<file path="src/rtl/ising_pkg.sv">
// rtl/ising_pkg.sv - shared run-controller state encoding and default sizing
package ising_pkg;

  typedef enum logic [2:0] {
    IDLE   = 3'd0,
    RESET  = 3'd1,
    RUN    = 3'd2,
    SAMPLE = 3'd3,
    DONE   = 3'd4
  } run_state_e;

  localparam int DEF_NUM_SAMPLES = 7;
  localparam int DEF_SYNC_STAGES = 2;
  localparam int RST_CYC_W       = 16;

endpackage

</file>
<file path="src/rtl/phase_sync.sv">
// rtl/phase_sync.sv - N-wide multi-stage synchronizer for oscillator outputs entering clk
module phase_sync #(
  parameter int N      = 8,
  parameter int STAGES = 2
) (
  input  logic         clk,
  input  logic         rstn,
  input  logic [N-1:0] d,
  output logic [N-1:0] q
);

  // Stage 0 sits in the low N bits; the oldest sample is at the top.
  logic [STAGES*N-1:0] chain_q;

  always_ff @(posedge clk or negedge rstn) begin
    if (!rstn) begin
      chain_q <= '0;
    end else begin
      chain_q <= {chain_q[(STAGES-1)*N-1:0], d};
    end
  end

  assign q = chain_q[STAGES*N-1 -: N];

endmodule

</file>
<file path="src/rtl/ising_run_ctrl.sv">
// rtl/ising_run_ctrl.sv - annealing run sequencer with majority-vote spin readout
// ISING_RUN_CNT_EN adds a saturating run_count output of completed runs.
module ising_run_ctrl
  import ising_pkg::*;
#(
  parameter int N           = 8,
  parameter int CNT_W       = 32,
  parameter int NUM_SAMPLES = DEF_NUM_SAMPLES,
  parameter int SYNC_STAGES = DEF_SYNC_STAGES
) (
  input  logic                 clk,
  input  logic                 axi_rstn,
  input  logic                 start,
  input  logic                 abort,
  input  logic [RST_CYC_W-1:0] rst_cycles,
  input  logic [CNT_W-1:0]     run_cycles,
  input  logic [N-1:0]         phase_in,
  output logic                 ising_rstn,
  output logic                 busy,
  output logic                 done,
  output logic [N-1:0]         spins,
  output logic                 spins_valid
`ifdef ISING_RUN_CNT_EN
  ,
  output logic [31:0]          run_count
`endif
);

  localparam int SC_W = $clog2(NUM_SAMPLES + 1);
  localparam logic [SC_W-1:0]  MAJ         = SC_W'(NUM_SAMPLES / 2);
  localparam logic [CNT_W-1:0] SAMPLE_LOAD = CNT_W'(NUM_SAMPLES - 1);

  run_state_e state_q, state_d;
  logic [CNT_W-1:0]          cnt_q, cnt_d;
  logic [CNT_W-1:0]          run_lat;
  logic [CNT_W-1:0]          run_m1;
  logic [RST_CYC_W-1:0]      rst_m1;
  logic                      cnt_zero;
  logic                      start_acc;
  logic                      enter_sample;
  logic [N-1:0]              sync_phase;
  logic [N-1:0]              mis;
  logic [N-1:0][SC_W-1:0]    scnt_q;
  logic [N-1:0][SC_W-1:0]    scnt_nxt;
  logic [N-1:0]              vote;

  phase_sync #(
    .N      (N),
    .STAGES (SYNC_STAGES)
  ) u_phase_sync (
    .clk  (clk),
    .rstn (axi_rstn),
    .d    (phase_in),
    .q    (sync_phase)
  );

  assign mis = sync_phase ^ {N{sync_phase[0]}};

  // Down-counters hold length-1 so a zero length still gives one cycle.
  assign rst_m1   = (rst_cycles == '0) ? '0 : rst_cycles - 1'b1;
  assign run_m1   = (run_lat == '0) ? '0 : run_lat - 1'b1;
  assign cnt_zero = (cnt_q == '0);

  always_comb begin
    state_d = state_q;
    cnt_d   = cnt_q;
    case (state_q)
      IDLE: begin
        if (start) begin
          state_d = RESET;
          cnt_d   = CNT_W'(rst_m1);
        end
      end
      RESET: begin
        if (cnt_zero) begin
          state_d = RUN;
          cnt_d   = run_m1;
        end else begin
          cnt_d = cnt_q - 1'b1;
        end
      end
      RUN: begin
        if (cnt_zero) begin
          state_d = SAMPLE;
          cnt_d   = SAMPLE_LOAD;
        end else begin
          cnt_d = cnt_q - 1'b1;
        end
      end
      SAMPLE: begin
        if (cnt_zero) begin
          state_d = DONE;
        end else begin
          cnt_d = cnt_q - 1'b1;
        end
      end
      DONE:    state_d = IDLE;
      default: state_d = IDLE;
    endcase
    if (abort) begin
      state_d = IDLE;
      cnt_d   = '0;
    end
  end

  assign start_acc    = (state_q == IDLE) && start && !abort;
  assign enter_sample = (state_q == RUN) && (state_d == SAMPLE);

  // The vote includes the sample taken in the final SAMPLE cycle.
  always_comb begin
    scnt_nxt = '0;
    vote     = '0;
    for (int i = 0; i < N; i++) begin
      scnt_nxt[i] = scnt_q[i] + SC_W'(mis[i]);
      vote[i]     = (scnt_nxt[i] > MAJ);
    end
    vote[0] = 1'b0;
  end

  always_ff @(posedge clk or negedge axi_rstn) begin
    if (!axi_rstn) begin
      state_q     <= IDLE;
      cnt_q       <= '0;
      run_lat     <= '0;
      scnt_q      <= '0;
      ising_rstn  <= 1'b0;
      busy        <= 1'b0;
      done        <= 1'b0;
      spins       <= '0;
      spins_valid <= 1'b0;
    end else begin
      state_q    <= state_d;
      cnt_q      <= cnt_d;
      ising_rstn <= (state_d == RUN) || (state_d == SAMPLE);
      busy       <= (state_d != IDLE);
      done       <= (state_d == DONE);
      if (start_acc) begin
        run_lat     <= run_cycles;
        spins_valid <= 1'b0;
      end
      if (enter_sample) begin
        scnt_q <= '0;
      end else if (state_q == SAMPLE) begin
        scnt_q <= scnt_nxt;
      end
      if (state_d == DONE) begin
        spins       <= vote;
        spins_valid <= 1'b1;
      end
    end
  end

`ifdef ISING_RUN_CNT_EN
  always_ff @(posedge clk or negedge axi_rstn) begin
    if (!axi_rstn) begin
      run_count <= '0;
    end else if ((state_q == DONE) && (run_count != 32'hFFFF_FFFF)) begin
      run_count <= run_count + 32'd1;
    end
  end
`endif

endmodule
</file>
<file path="config.mk">
export PLATFORM = sky130hd
export DESIGN_NAME = ising_run_ctrl
export DESIGN_NICKNAME = d
export VERILOG_FILES = /design/src/rtl/ising_pkg.sv /design/src/rtl/phase_sync.sv /design/src/rtl/ising_run_ctrl.sv
export SDC_FILE = /design/constraint.sdc
export NUM_CORES = 1
export LEC_CHECK = 0
export ABC_CLOCK_PERIOD_IN_PS = 2500
export CORE_AREA = 8 8 148 150
export CTS_BUF_LIST = sky130_fd_sc_hd__clkbuf_16
export CTS_CLUSTER_DIAMETER = 100
export DETAILED_ROUTE_END_ITERATION = 10
export DIE_AREA = 0 0 156 158
export DONT_BUFFER_PORTS = 1
export PLACE_DENSITY = 0.61
export SYNTH_ARGS = -nofsm -noshare
export SYNTH_HDL_FRONTEND = slang
export SYNTH_HIERARCHICAL = 1
export SYNTH_SLANG_ARGS = --single-unit
</file>
<file path="constraint.sdc">
create_clock -name clk -period 2.5 [get_ports clk]
set_clock_uncertainty 0.15 [all_clocks]
set_input_delay 0.5 -clock clk [delete_from_list [all_inputs] [get_ports clk]]
set_output_delay 0.5 -clock clk [all_outputs]
set_load 0.1 [all_outputs]
</file>
## Word-level counts from Yosys, hierarchy flattened

Cells that the tools add are included.
W data, S select, Z words.

| word-level totals | value |
|---|---|
| register bits | 118 |
| bits of input ports | 60 |

| cells by class | value |
|---|---|
| $add $sub $neg | 11 |
| order comparisons | 7 |
| equal/unequal tests | 8 |
| multiplexer cells | 18 |
| bitwise logic cells | 1 |
| reductions and logical operators | 14 |

Operator list:

| cell | number |
|---|---|
| $mux W32 | 6 |
| $pmux W32 S4 | 1 |
| $logic_not A32 Y1 | 2 |
| $sub A32 B1 Y32 const B | 2 |
| $mux W24 | 2 |
| $add A3 B1 Y3 | 8 |
| $gt A3 B2 Y1 const B | 7 |
| $logic_not A16 Y1 | 1 |
| $mux W16 | 1 |
| $sub A16 B1 Y16 const B | 1 |
| $mux W3 | 5 |
| $eq A3 B2 Y1 const B | 4 |
| $pmux W3 S4 | 1 |
| $xor A8 B8 Y8 | 1 |
| $ne A3 B3 Y1 const B | 2 |
| $reduce_bool A5 Y1 | 1 |
| $reduce_bool A2 Y1 | 2 |
| $eq A3 B1 Y1 const B | 1 |
| $eq A3 B3 Y1 const B | 1 |
| $logic_and A1 B1 Y1 | 3 |
| $logic_not A3 Y1 | 1 |
| $reduce_and A3 Y1 | 1 |
| $reduce_bool A3 Y1 | 1 |
| $mux W1 | 2 |
| 2 further kinds | 2 |

## Logic depth before layout (Yosys ltp)

| depth | value |
|---|---|
| depth after elaboration | 7 |
| depth in mapped cells | 10 |

## Modules after synthesis

The synthesis kept the hierarchy.

Modules (own cells, without submodules):

| module | instances | cells an instance | area an instance (um^2) |
|---|---|---|---|
| ising_run_ctrl | 1 | 669 | 6256.0 |
| phase_sync | 1 | 24 | 460.4 |

## Worst setup path before layout

Ideal clock, no wire load.

| timing path | value |
|---|---|
| kind | register to register |
| start point | reg cnt_q[24] |
| end point | reg cnt_q[15] |
| setup time | 0.126 ns |
| data arrival time | 2.315 ns |
| data required time | 2.224 ns |
| slack | -0.091 ns |
| cell stages (with the launch flop) | 8 |
| buffers on the path | 1 |
| clock period less this slack | 2.591 ns |
| cells stage by stage | dfrtp_1 or4_4 nor4_4 and4_1 buf_4 nor3_1 a211o_1 a221o_1 |

| between the ends | value |
|---|---|
| cells in the longest elaborated chain, start to end | 4 |

Ends and longest elaborated chain:

| what | RTL line | text |
|---|---|---|
| start: declaration | ising_run_ctrl.sv:34 | `logic [CNT_W-1:0] cnt_q, cnt_d;` |
| start signal: assignment | ising_run_ctrl.sv:133 | `cnt_q <= cnt_d;` |
| $logic_not A32 Y1 (*) | ising_run_ctrl.sv:62 | `assign cnt_zero = (cnt_q == '0);` |
| $mux W32 (on tied branches) | ising_run_ctrl.sv:83, ising_run_ctrl.sv:75 |  |
| $pmux W32 S4 | ising_run_ctrl.sv:67 | `case (state_q)` |
| $mux W32 | ising_run_ctrl.sv:100 | `if (abort) begin` |

Mark *: on every way between the ends. The rest lies on a longest branch, timed or not.
A chain may end at the register's enable or synchronous reset.

## Final worst setup path

| timing path | value |
|---|---|
| start point | reg cnt_q[23] |
| end point | reg cnt_q[4] |

The elaborated chain is that of the path after synthesis.

==> results.cfg <==
[status]
status = complete, but fails checks
violations = negative hold slack, negative setup slack

[timing]
setup_viol = 15
rsz0062_at_grt = true
hold_viol_final = 115
hold_slack_ns = -0.366
timing.final.crit_share_pct = 102
worstMarginPinSlew_ns = 0.619
slew_violations = 0
period_needed_ns = 2.55
relSlewSlack_pct = 58.3
setup_slack_ns = -0.0450
totalNegativeSetupSlack_ns = -0.370
max_clock_freq_mhz = 393

[floorplan]
floorplan.die_area_sq_um = 24600
pin_count = 72
fp.dieW_microns = 156
die_h_microns = 158
start_util_pct = 34.1
num_rows = 52
core-area_sq_um = 19700

[clock_tree]
path_clk_slew_ns = 0.06
htree_levels = 4
cts-root-buf = clkbuf_16
numCtsBuffers = 17
clockBufferDepth = 2
clkSinkCount = 115
cts_hold_buffers = 9
clock_latency_ns = 0.41
cts_tree = done

[synthesis]
yosysTopAreaCell = dfrtp_1
synth_nets = 771
netlist_area_sq_um = 6720
synth.distinct_cells = 73
syn_inst = 693
synth_edf_count = 0
synth_top_area_share_pct = 42.8
ys_seq_area_share_pct = 42.8
syn_avg_cell_area_sq_um = 9.69
synthTopCellsByArea = dfrtp_1 (43%), xor2_1 (5.7%), mux2_2 (5.5%)
synth.ff_latch_count = 115
ys_warn_count = 6
async_flop_share_pct = 100
synthFlopType = dfrtp_1

[pwr]
totalPowerFinal_mw = 6.77
max-vdd-ir-drop_mv = 0.787
p_leak_nw = 3.58
powerDensity_nw_per_um2 = 790

[flow_run]
drv_cap = 0

[detailed_routing]
ant_nets = 0
first_pass_iters = 4
vias_per_cell = 5.16
routed_wl_microns = 17500
drc = 0
first_iter_violations = 333
wl_per_cell_microns = 16.4
via_count = 5507

[worst_hold_path]
hp-class = primary input to asynchronous set/reset pin

[critical_path]
arrival_ns = 2.72
crit_family = simple AND/OR/NAND/NOR gates
path_max_fanout = 5
cp_common_cell = buf_4
setup.worst_path.start_class = register
cp-end-kind = register
cp_num_buf_inv = 3
path_class = register to register
crit_path_max_incr_delay_ns = 0.57
path_cells = or4_4 > nor4_4 > buf_4 > nand3_4 > nor3b_4 > buf_4 > buf_6 > a22oi_1 > o221ai_1
critPathSlowestCell = or4_4
cp.required_ns = 2.67

[place]
place_area_sq_um = 7620
place_congestion = 0.914
dp_hpwl_microns = 12600
port_buffers = 0

[cells_and_area]
areaGrowthSynthToFinish_pct = 27.7
design_area_sq_um = 8580
drive_gt1_share_pct = 28.2
layout_commonest_cell = dfrtp_1
nets = 862
n_fill_cell = 1867
final_cell_mix = dfrtp_1 (114), buf_4 (94), nand2_1 (67)
antenna_cells = 0

[global_route]
grt_use_met1_pct = 18.5
use_met2_pct = 23.0
grt_max_degree = 116
grt_use_total_pct = 14.5
overflow = 0
grt_use_met3_pct = 4.56
grt_pass1_wl_microns = 28400
antenna_found_initial = 0
grt_pass1_vias = 5487
top_usage_layer = met2
## synth_stat cells (5+ instances only)
| cell type | instances |
|---|---|
| o21ai_0 | 31 |
| clkbuf_1 | 20 |
| xor2_1 | 44 |
| a22oi_1 | 7 |
| nor3_1 | 47 |
| inv_1 | 13 |
| nand3_1 | 12 |
| mux2_2 | 33 |
| nor2_1 | 51 |
| nor4_1 | 20 |
| o211ai_1 | 6 |
| or3_1 | 7 |
| a21oi_1 | 32 |
| nand2_1 | 68 |
| a211oi_1 | 14 |
| ha_1 | 18 |
| or4_1 | 6 |
| buf_6 | 5 |
| xnor2_1 | 21 |
| o22ai_1 | 7 |
| dfrtp_1 | 115 |
| o21ai_1 | 10 |
| buf_4 | 11 |
| nand4_1 | 12 |
| buf_2 | 8 |
## sequential cells by signal (all words and copies together) (netlist names)
signal / flops
spins_valid: 1
state_q: 3
cnt_q: 32
u_phase_sync/chain_q: 16
scnt_q: 21
run_lat: 32
busy: 1
done: 1
ising_rstn: 1
spins: 7
## layer usage
| layer | up-vias | wire [microns] | share of wire [%] |
|---|---|---|---|
| met2 | 134 | 8220 | 47 |
| met4 | 0 | 247 | 1.4 |
| li1 | 2696 | - | - |
| met3 | 17 | 986 | 5.6 |
| met1 | 2660 | 8030 | 46 |
| met5 | - | 0 | 0 |
## final cells by class
type | count | area (sq um) | area share [%]
well taps | 270 | 338 | 3.94
flip-flops and latches | 115 | 2880 | 33.6
clock buffers | 17 | 425 | 4.96
repair buffers | 119 | 1030 | 12.0
multi-input cells | 518 | 3660 | 42.6
inverters | 13 | 48.8 | 0.569
clock inverters | 15 | 198 | 2.30
## where the power goes
group | leakage [nW] | internal, mW | switching [mW]
registers | 1.38 | 2.18 | 0.275
clock network | 0.298 | 1.60 | 0.946
logic | 1.90 | 0.864 | 0.916
## kinds of logic (layout without fill, tap and decap cells)
kind of cell / Yosys count / count (layout) / synth area share (%)
buffers and inverters: 60 / 164 / 5.03
AND/OR/NAND/NOR: 262 / 262 / 21.2
adder cells (fa/ha/maj): 19 / 19 / 3.50
other: 1 / 1 / 0.0558
AO/OA/AOI/OAI: 136 / 136 / 13.1
flip-flops: 115 / 115 / 42.8
XOR/XNOR: 65 / 65 / 8.48
multiplexers: 35 / 35 / 5.83
## repair_timing
| action | in CTS | in global routing |
|---|---|---|
| endpoints found under the hold margin | 127 | 115 |
| setup buffers | 0 | 10 |
| pin swaps | 1 | 28 |
| setup endpoints to repair | 17 | 57 |
| resized for setup | 3 | 42 |
| cloned | 0 | 1 |
## through the flow
stage / setup WS (ns) / cells / hold WS [ns] / util [%]
5_1_grt: -0.144 / 1067 / -0.399 / 43.5
6_report: -0.0450 / 1067 / -0.366 / 43.5
4_1_cts: -0.0400 / 1056 / -0.390 / 42.3
2_1_floorplan: -0.0163 / 693 / 0.0544 / -
3_5_place_dp: -0.0217 / 1015 / 0.0579 / 38.7
3_3_place_gp: 0.00511 / 1015 / 0.0586 / 38.7
## final timing paths
kind,startpoint,to,slack (ns),cells past startpoint
min in group clk,run_cycles[14],run_lat[14],0.08,1
max,cnt_q[23],cnt_q[4],-0.05,9
min,axi_rstn,scnt_q[5],-0.37,0
max reg2reg,cnt_q[23],cnt_q[4],-0.05,9
max in group asynchronous,axi_rstn,run_lat[2],2.38,0
min reg2reg,u_phase_sync/chain_q[3],u_phase_sync/chain_q[11],0.19,0
Power figures use the tool's default switching activity.
